==> src/rtl/tlul_fifo_param.sv <==
// TL-UL pass-through buffer: independent A/D FIFOs plus an outstanding-request limiter.
// Optional occupancy/status outputs are enabled with the TLUL_FIFO_STATUS_EN macro.

module tlul_fifo_param_ch #(
  parameter int W     = 8,
  parameter int DEPTH = 2,
  localparam int CW   = (DEPTH > 0) ? $clog2(DEPTH + 1) : 1
) (
  input  logic          clk,
  input  logic          rst,
  input  logic          in_valid,
  output logic          in_ready,
  input  logic [W-1:0]  in_pld,
  output logic          out_valid,
  input  logic          out_ready,
  output logic [W-1:0]  out_pld,
  output logic [CW-1:0] occ
);

  if (DEPTH == 0) begin : g_wire
    assign out_valid = in_valid && !rst;
    assign in_ready  = out_ready && !rst;
    assign out_pld   = in_pld;
    assign occ       = '0;
  end else begin : g_fifo
    localparam int PW = (DEPTH > 1) ? $clog2(DEPTH) : 1;

    logic [PW-1:0] wr_ptr, rd_ptr;
    logic [CW-1:0] cnt;
    logic [W-1:0]  mem [DEPTH];
    logic          full, push, pop;

    // Explicit wrap so non-power-of-two depths stay in range
    function automatic logic [PW-1:0] next_ptr(input logic [PW-1:0] p);
      return (p == PW'(DEPTH - 1)) ? '0 : p + PW'(1);
    endfunction

    assign full      = (cnt == CW'(DEPTH));
    assign in_ready  = !rst && !full;
    assign out_valid = !rst && (cnt != '0);
    assign out_pld   = mem[rd_ptr];
    assign push      = in_valid && in_ready;
    assign pop       = out_valid && out_ready;
    assign occ       = cnt;

    always_ff @(posedge clk) begin
      if (rst) begin
        wr_ptr <= '0;
        rd_ptr <= '0;
        cnt    <= '0;
      end else begin
        if (push) wr_ptr <= next_ptr(wr_ptr);
        if (pop)  rd_ptr <= next_ptr(rd_ptr);
        if (push && !pop)      cnt <= cnt + CW'(1);
        else if (pop && !push) cnt <= cnt - CW'(1);
      end
    end

    always_ff @(posedge clk) begin
      if (push) mem[wr_ptr] <= in_pld;
    end
  end

endmodule

module tlul_fifo_param #(
  parameter int AW        = 32,
  parameter int DW        = 32,
  parameter int AIW       = 8,
  parameter int DIW       = 1,
  parameter int AUW       = 16,
  parameter int DUW       = 16,
  parameter int REQ_DEPTH = 2,
  parameter int RSP_DEPTH = 2,
  parameter int MAX_OUTST = 4,
  localparam int DBW = DW / 8,
  localparam int SZW = $clog2($clog2(DBW) + 1),
  localparam int AP  = 3 + 3 + SZW + AIW + AW + DBW + DW + AUW,
  localparam int DP  = 3 + 3 + SZW + AIW + DIW + DW + DUW + 1,
  localparam int RCW = (REQ_DEPTH > 0) ? $clog2(REQ_DEPTH + 1) : 1,
  localparam int DCW = (RSP_DEPTH > 0) ? $clog2(RSP_DEPTH + 1) : 1,
  localparam int OW  = $clog2(MAX_OUTST + 1)
) (
  input  logic          clk_i,
  input  logic          rst_i,
  input  logic          h_a_valid_i,
  output logic          h_a_ready_o,
  input  logic [AP-1:0] h_a_pld_i,
  output logic          d_a_valid_o,
  input  logic          d_a_ready_i,
  output logic [AP-1:0] d_a_pld_o,
  input  logic          d_d_valid_i,
  output logic          d_d_ready_o,
  input  logic [DP-1:0] d_d_pld_i,
  output logic          h_d_valid_o,
  input  logic          h_d_ready_i,
  output logic [DP-1:0] h_d_pld_o
`ifdef TLUL_FIFO_STATUS_EN
  ,
  output logic [RCW-1:0] req_cnt_o,
  output logic [DCW-1:0] rsp_cnt_o,
  output logic [OW-1:0]  outst_o
`endif
);

  logic [OW-1:0] outst_q;
  logic          outst_ok;
  logic          a_in_ready;
  logic          a_hs, d_hs;

  function automatic logic [OW-1:0] sat_step(input logic [OW-1:0] cur,
                                             input logic inc, input logic dec);
    if (inc && !dec && cur != OW'(MAX_OUTST)) return cur + OW'(1);
    if (dec && !inc && cur != '0)             return cur - OW'(1);
    return cur;
  endfunction

  // Limiter gates the host side only; ready depends on registered count
  assign outst_ok    = (outst_q < OW'(MAX_OUTST));
  assign h_a_ready_o = a_in_ready && outst_ok;
  assign a_hs        = h_a_valid_i && h_a_ready_o;
  assign d_hs        = h_d_valid_o && h_d_ready_i;

  always_ff @(posedge clk_i) begin
    if (rst_i) outst_q <= '0;
    else       outst_q <= sat_step(outst_q, a_hs, d_hs);
  end

  tlul_fifo_param_ch #(.W(AP), .DEPTH(REQ_DEPTH)) u_req (
    .clk       (clk_i),
    .rst       (rst_i),
    .in_valid  (h_a_valid_i && outst_ok),
    .in_ready  (a_in_ready),
    .in_pld    (h_a_pld_i),
    .out_valid (d_a_valid_o),
    .out_ready (d_a_ready_i),
    .out_pld   (d_a_pld_o),
`ifdef TLUL_FIFO_STATUS_EN
    .occ       (req_cnt_o)
`else
    .occ       ()
`endif
  );

  tlul_fifo_param_ch #(.W(DP), .DEPTH(RSP_DEPTH)) u_rsp (
    .clk       (clk_i),
    .rst       (rst_i),
    .in_valid  (d_d_valid_i),
    .in_ready  (d_d_ready_o),
    .in_pld    (d_d_pld_i),
    .out_valid (h_d_valid_o),
    .out_ready (h_d_ready_i),
    .out_pld   (h_d_pld_o),
`ifdef TLUL_FIFO_STATUS_EN
    .occ       (rsp_cnt_o)
`else
    .occ       ()
`endif
  );

`ifdef TLUL_FIFO_STATUS_EN
  assign outst_o = outst_q;
`endif

endmodule

==> config.mk <==
export PLATFORM = sky130hd
export DESIGN_NAME = tlul_fifo_param
export DESIGN_NICKNAME = d
export VERILOG_FILES = /design/src/rtl/tlul_fifo_param.sv
export SDC_FILE = /design/constraint.sdc
export NUM_CORES = 1
export LEC_CHECK = 0
export ABC_AREA = 1
export CORE_MARGIN = 3
export CORE_UTILIZATION = 35
export DETAILED_ROUTE_END_ITERATION = 10
export GPL_ROUTABILITY_DRIVEN = 0
export PLACE_DENSITY_LB_ADDON = 0.15
export SKIP_CTS_REPAIR_TIMING = 1
export SYNTH_ARGS = -nofsm -noshare
export SYNTH_HDL_FRONTEND = slang
export SYNTH_SLANG_ARGS = --single-unit
==> constraint.sdc <==
create_clock -name clk_i -period 7.86 [get_ports clk_i]
set_clock_uncertainty 0.1 [all_clocks]
set_input_delay 1.179 -clock clk_i [delete_from_list [all_inputs] [get_ports clk_i]]
set_output_delay 1.179 -clock clk_i [all_outputs]
set_load 0.02 [all_outputs]
# ---- Word level (Yosys, flattened, before mapping)
# Memories as Yosys holds them, arrays and structs flattened. A register that Yosys moved wholly into a read port is not among the register bits.
# Index checks and enable logic that the tools add are counted.
dict set report op_classes {
  addsub 10
  n_lt_le_gt_ge 1
  n_eq_ne 3
  muxes 25
  reduce_logical 33
}
# operator n
set op_table {}
lappend op_table {{$logic_and A1 B1 Y1} 19}
lappend op_table {{$mux W1} 17}
lappend op_table {{$mux W3} 4}
lappend op_table {{$reduce_bool A2 Y1} 5}
lappend op_table {{$logic_not A1 Y1} 8}
lappend op_table {{$mux W2} 4}
lappend op_table {{$add A1 B1 Y1 const B} 4}
lappend op_table {{$add A2 B1 Y2 const B} 2}
lappend op_table {{$eq A2 B2 Y1 const B} 2}
lappend op_table {{$sub A2 B1 Y2 const B} 2}
lappend op_table {{$add A3 B1 Y3 const B} 1}
lappend op_table {{$lt A3 B3 Y1 const B} 1}
lappend op_table {{$ne A3 B3 Y1 const B} 1}
lappend op_table {{$reduce_bool A3 Y1} 1}
lappend op_table {{$sub A3 B1 Y3 const B} 1}
dict set report word_totals {
  regBits 11
  ram_bits 332
  out_inout_bits 170
  word_cells 81
  memories 2
}
# memory depth width rd rd_clocked_by_memory_dff write_ports line_no
set memory_table {}
lappend memory_table {u_req.g_fifo.mem 2 100 1 1 1 30} ;# logic [W-1:0] mem [DEPTH];
lappend memory_table {u_rsp.g_fifo.mem 2 66 1 1 1 30}

# ---- Longest topological paths before layout
dict set report depth {
  word_depth 13
  mapped_depth 9
  mapped_depth_nobuf 9
}

# ---- Cells and area by module
# Synthesis repeated with hierarchy kept, for this count alone.
dict set report hier_totals {
  cells_unflattened 640
  hier_area_um2 13444.1
}
# module n_inst cells_each area_each_um2
set by_module_without_submodules {}
lappend by_module_without_submodules {{tlul_fifo_param_ch (u_req)} 1 352 7978.9}
lappend by_module_without_submodules {{tlul_fifo_param_ch (u_rsp)} 1 246 5183.7}
lappend by_module_without_submodules {tlul_fifo_param 1 42 281.5}

# ---- Least setup slack after synthesis
# OpenSTA, ideal clock, no wires.
dict set report synth_path {
  path_kind {in2reg}
  start {in rst_i}
  end {mem u_req.g_fifo.mem[0][0] (netlist bit), enable pin}
  setup_time_ns 0.560
  arrival_ns 5.725
  setup_slack_ns 1.475
  path_stages 4
  path_buffers 1
  path_cell_list {buf_6 -> inv_8 -> nand4_4 -> nor2_1}
}
dict set report synth_between {
  elab_chain_cells 5
}
# item line_no
set synth_lines {}
lappend synth_lines {{start, declared} 85} ;# input logic rst_i,
lappend synth_lines {{$logic_not A1 Y1} 39} ;# assign in_ready = !rst && !full;
lappend synth_lines {{$logic_and A1 B1 Y1} 39}
lappend synth_lines {{$logic_and A1 B1 Y1} 42} ;# assign push = in_valid && in_ready;
lappend synth_lines {{$mux W1} 60} ;# if (push) mem[wr_ptr] <= in_pld;
lappend synth_lines {{$mux W1 (not written as such)} 60}
lappend synth_lines {{end, declared} 30}
# Every way passes these cells.

==> summary.txt <==
Largest vdd supply drop - 0.178 mV
Number of distinct library cells after synthesis - 25
Number of detailed-route iterations in the first pass - 4
Vias in the first global route - 7,092
Final min period - 4.39 ns
Most frequent standard cell in the layout excluding fill and tap cells - sky130_fd_sc_hd__clkdlybuf4s50_1
Part of the Yosys area used for sequential elements - 80.4%
Core Rows - 69
Most used cells in the layout excluding fill and tap cells - sky130_fd_sc_hd__clkdlybuf4s50_1 (341), sky130_fd_sc_hd__edfxtp_1 (332), sky130_fd_sc_hd__mux2_2 (145)
Global routing met2 resource utilization - 21.5%
Die Y-Extent - 197 microns
Area of the core - 0.0357 sq mm
Worst setup path class - register to output pin
Max transition margin - 37.6%
Synth area leaders - sky130_fd_sc_hd__edfxtp_1 (78%), sky130_fd_sc_hd__mux2_2 (13%), sky130_fd_sc_hd__dfxtp_1 (2.0%)
Wire length of the first global-routing pass - 41.2 mm
Flop-to-flop setup slack - 5.57 ns
Sinks on the clock net - 345
Count of buffers from port buffering - 341
Crit. End Element - output pin
Antenna Nets Post-Route - 0
Hold Path Stages - 2
CTS clock-pin slew for the worst setup and hold paths - 0.06 ns
Peak-usage layer in the global routing report - met2
Unrepaired setup endpoints after global routing - no
Via count - 6,705
Maximum net fanout on the critical path - 53
Reg-to-Reg End - u_req.g_fifo.mem[0][27]
Antenna violations before repair - 7
Total CTS buffers - 38
Met1 track utilization from global routing - 17.0%
Result of the run - finished clean
Area share of the leading cell type in the synthesized netlist - 78.4%
Fraction of power spent switching nets - 22.5%
Per-cell routed wire length - 18.9 microns
Leakage power of the design - 0.00593 uW
Overall die width - 197 microns
CTS Root Cell - sky130_fd_sc_hd__clkbuf_16
Critical path capture point - d_a_pld_o[47]
Worst reg2reg startpoint - outst_q[2]
Area leader, netlist - sky130_fd_sc_hd__edfxtp_1
# IOs - 342
Area of the die - 0.0387 sq mm
Number of hold violations in the final report - 0
Met3 track demand over resource - 6.89%
Initial core utilization - 35.7%
Cells after synthesis - 609
Total of flip-flops plus latches after synthesis - 345
Min-Delay Path Class - register to register
Startpoint type of the worst setup path - register
HPWL after detailed placement - 18.7 mm
Fin crit share - 55.9%
DRC viols - 0
Clock latency on the worst-skew pair - 0.50 ns
Arrival @ worst endpoint - 3.11 ns
Worst EP required - 6.58 ns
Share of power burned in the clock network - 37.4%
Part of the power in registers - 48.2%
Net total in the final layout - 1,155
Average footprint of a synthesized cell - 20.9 sq um
Sum of negative setup slack - 0 ns
Vias per inst - 4.56
Least-Margin Pin Slew - 0.936 ns
Max_cap viols - 0
Relative area change from synthesis to final layout - 40.5%
Global-route usage over all layers - 13.8%
Number of cell instances on the worst register-to-register path - 4
Filler instances - 3,019
Worst slack, placed - 3.61 ns
Clock tree from TritonCTS - yes
Launch instance of the worst min-delay path - u_req.occ[1]
Portion of total power attributed to combinational logic - 14.4%
Power per standard cell area - 249 mW/mm^2
Final Max Tran Viols - 0
Post-Synthesis Net Count - 786
Remaining global-route overflow - 0
Total length of routed wires - 27.8 mm
Design internal power - 3450 uW
Maximum count of clock buffers along a single path - 3
Pin count of the biggest net entering global routing - 67
Fin worst setup slack - 3.47 ns
Final setup fails - 0
Post-synth design cell area - 0.0127 sq mm
Count of warnings emitted by yosys - 0
Switch Pwr - 1000 uW
Detailed router's first-iteration violation count - 307
Fraction of final layout cells sized beyond drive strength 1 - 22.3%
Htree depth - 2
Top achievable clock speed - 228 MHz
## cells by family (layout without fill, tap and decap cells)
logic type	count (synthesis)	after routing	share of synthesized area, %
AO/OA/AOI/OAI	22	22	0.984
XOR/XNOR	4	4	0.275
adder cells (fa/ha/maj)	5	5	0.492
buffers and inverters	34	431	1.48
flip-flops	345	345	80.4
multiplexers	166	166	14.7
other	0	3	0
AND/OR/NAND/NOR	33	33	1.65
## power groups by stage
stage	clock, uW	combinational, uW	sequential (uW)
final	1670	641	2150
after global routing	1800	685	2150
after floorplan	0	330	2180
after CTS	1730	654	2150
after detailed placement	0	649	2190
after global placement	0	649	2180
## cell usage after synthesis
cell,count
sky130_fd_sc_hd__edfxtp_1,332
sky130_fd_sc_hd__mux2_2,145
sky130_fd_sc_hd__mux2_1,21
sky130_fd_sc_hd__buf_2,14
sky130_fd_sc_hd__dfxtp_1,13
sky130_fd_sc_hd__nor2_1,11
sky130_fd_sc_hd__a21oi_1,10
sky130_fd_sc_hd__inv_1,10
sky130_fd_sc_hd__o21ai_0,8
sky130_fd_sc_hd__nand2_1,7
sky130_fd_sc_hd__ha_1,5
sky130_fd_sc_hd__nand3_1,5
sky130_fd_sc_hd__a21oi_2,4
sky130_fd_sc_hd__buf_4,4
sky130_fd_sc_hd__nand2_2,4
sky130_fd_sc_hd__xor2_1,4
sky130_fd_sc_hd__buf_6,2
sky130_fd_sc_hd__inv_2,2
sky130_fd_sc_hd__nand2_4,2
sky130_fd_sc_hd__clkinv_4,1
sky130_fd_sc_hd__inv_8,1
sky130_fd_sc_hd__nand3_4,1
sky130_fd_sc_hd__nand4_4,1
sky130_fd_sc_hd__nor2_4,1
sky130_fd_sc_hd__nor2_8,1
## worst max-delay path, cell delays in order (launching register included)
cell                              delay [ns]
sky130_fd_sc_hd__dfxtp_4                0.79
sky130_fd_sc_hd__buf_4                  0.73
sky130_fd_sc_hd__mux2_2                 0.42
sky130_fd_sc_hd__clkdlybuf4s50_1        0.60
## worst min-delay path by stage
stage                          end
4_1_cts               u_req.occ[1]
3_5_place_dp          u_req.occ[1]
5_1_grt               u_req.occ[1]
2_1_floorplan  u_req.g_fifo.wr_ptr
6_report              u_req.occ[1]
3_3_place_gp   u_rsp.g_fifo.rd_ptr
## routing by layer
metal  wire length, microns  part of all wire (%)
met1                  11600                    42
met2                  12400                    44
met3                   3190                    11
met4                    624                   2.2
met5                     50                  0.18
## sequential cells by signal, indices dropped and copies added (netlist names), named ones only
signal	cells
u_rsp.g_fifo.mem	132
outst_q	3
u_rsp.occ	2
u_req.g_fifo.rd_ptr	1
u_rsp.g_fifo.rd_ptr	1
u_rsp.g_fifo.wr_ptr	1
u_req.occ	2
u_req.g_fifo.mem	200
u_req.g_fifo.wr_ptr	1
## layout make-up
class	instances	area (sq um)	share of cell area (%)
timing repair buffer	349	3470	19.4
inverter	14	65.1	0.364
sequential	345	10200	57.3
clock buffer	51	1060	5.95
antenna	3	7.51	0.0420
clock inverter	17	121	0.679
multi-input combinational	230	2330	13.0
tap	461	577	3.23
## stage by stage
stage	instances	utilization, %	power [uW]	hold WS [ns]	cell area, sq um
after global routing	1467	50.1	4640	0.418	17900
after detailed placement	1399	46.8	2840	0.397	16700
after CTS	1467	50.1	4530	0.406	17900
after floorplan	609	-	2510	0.359	12700
final	1470	50.1	4460	0.400	17900
after global placement	1399	46.8	2830	0.392	16700
Power figures use the tool's default switching activity.
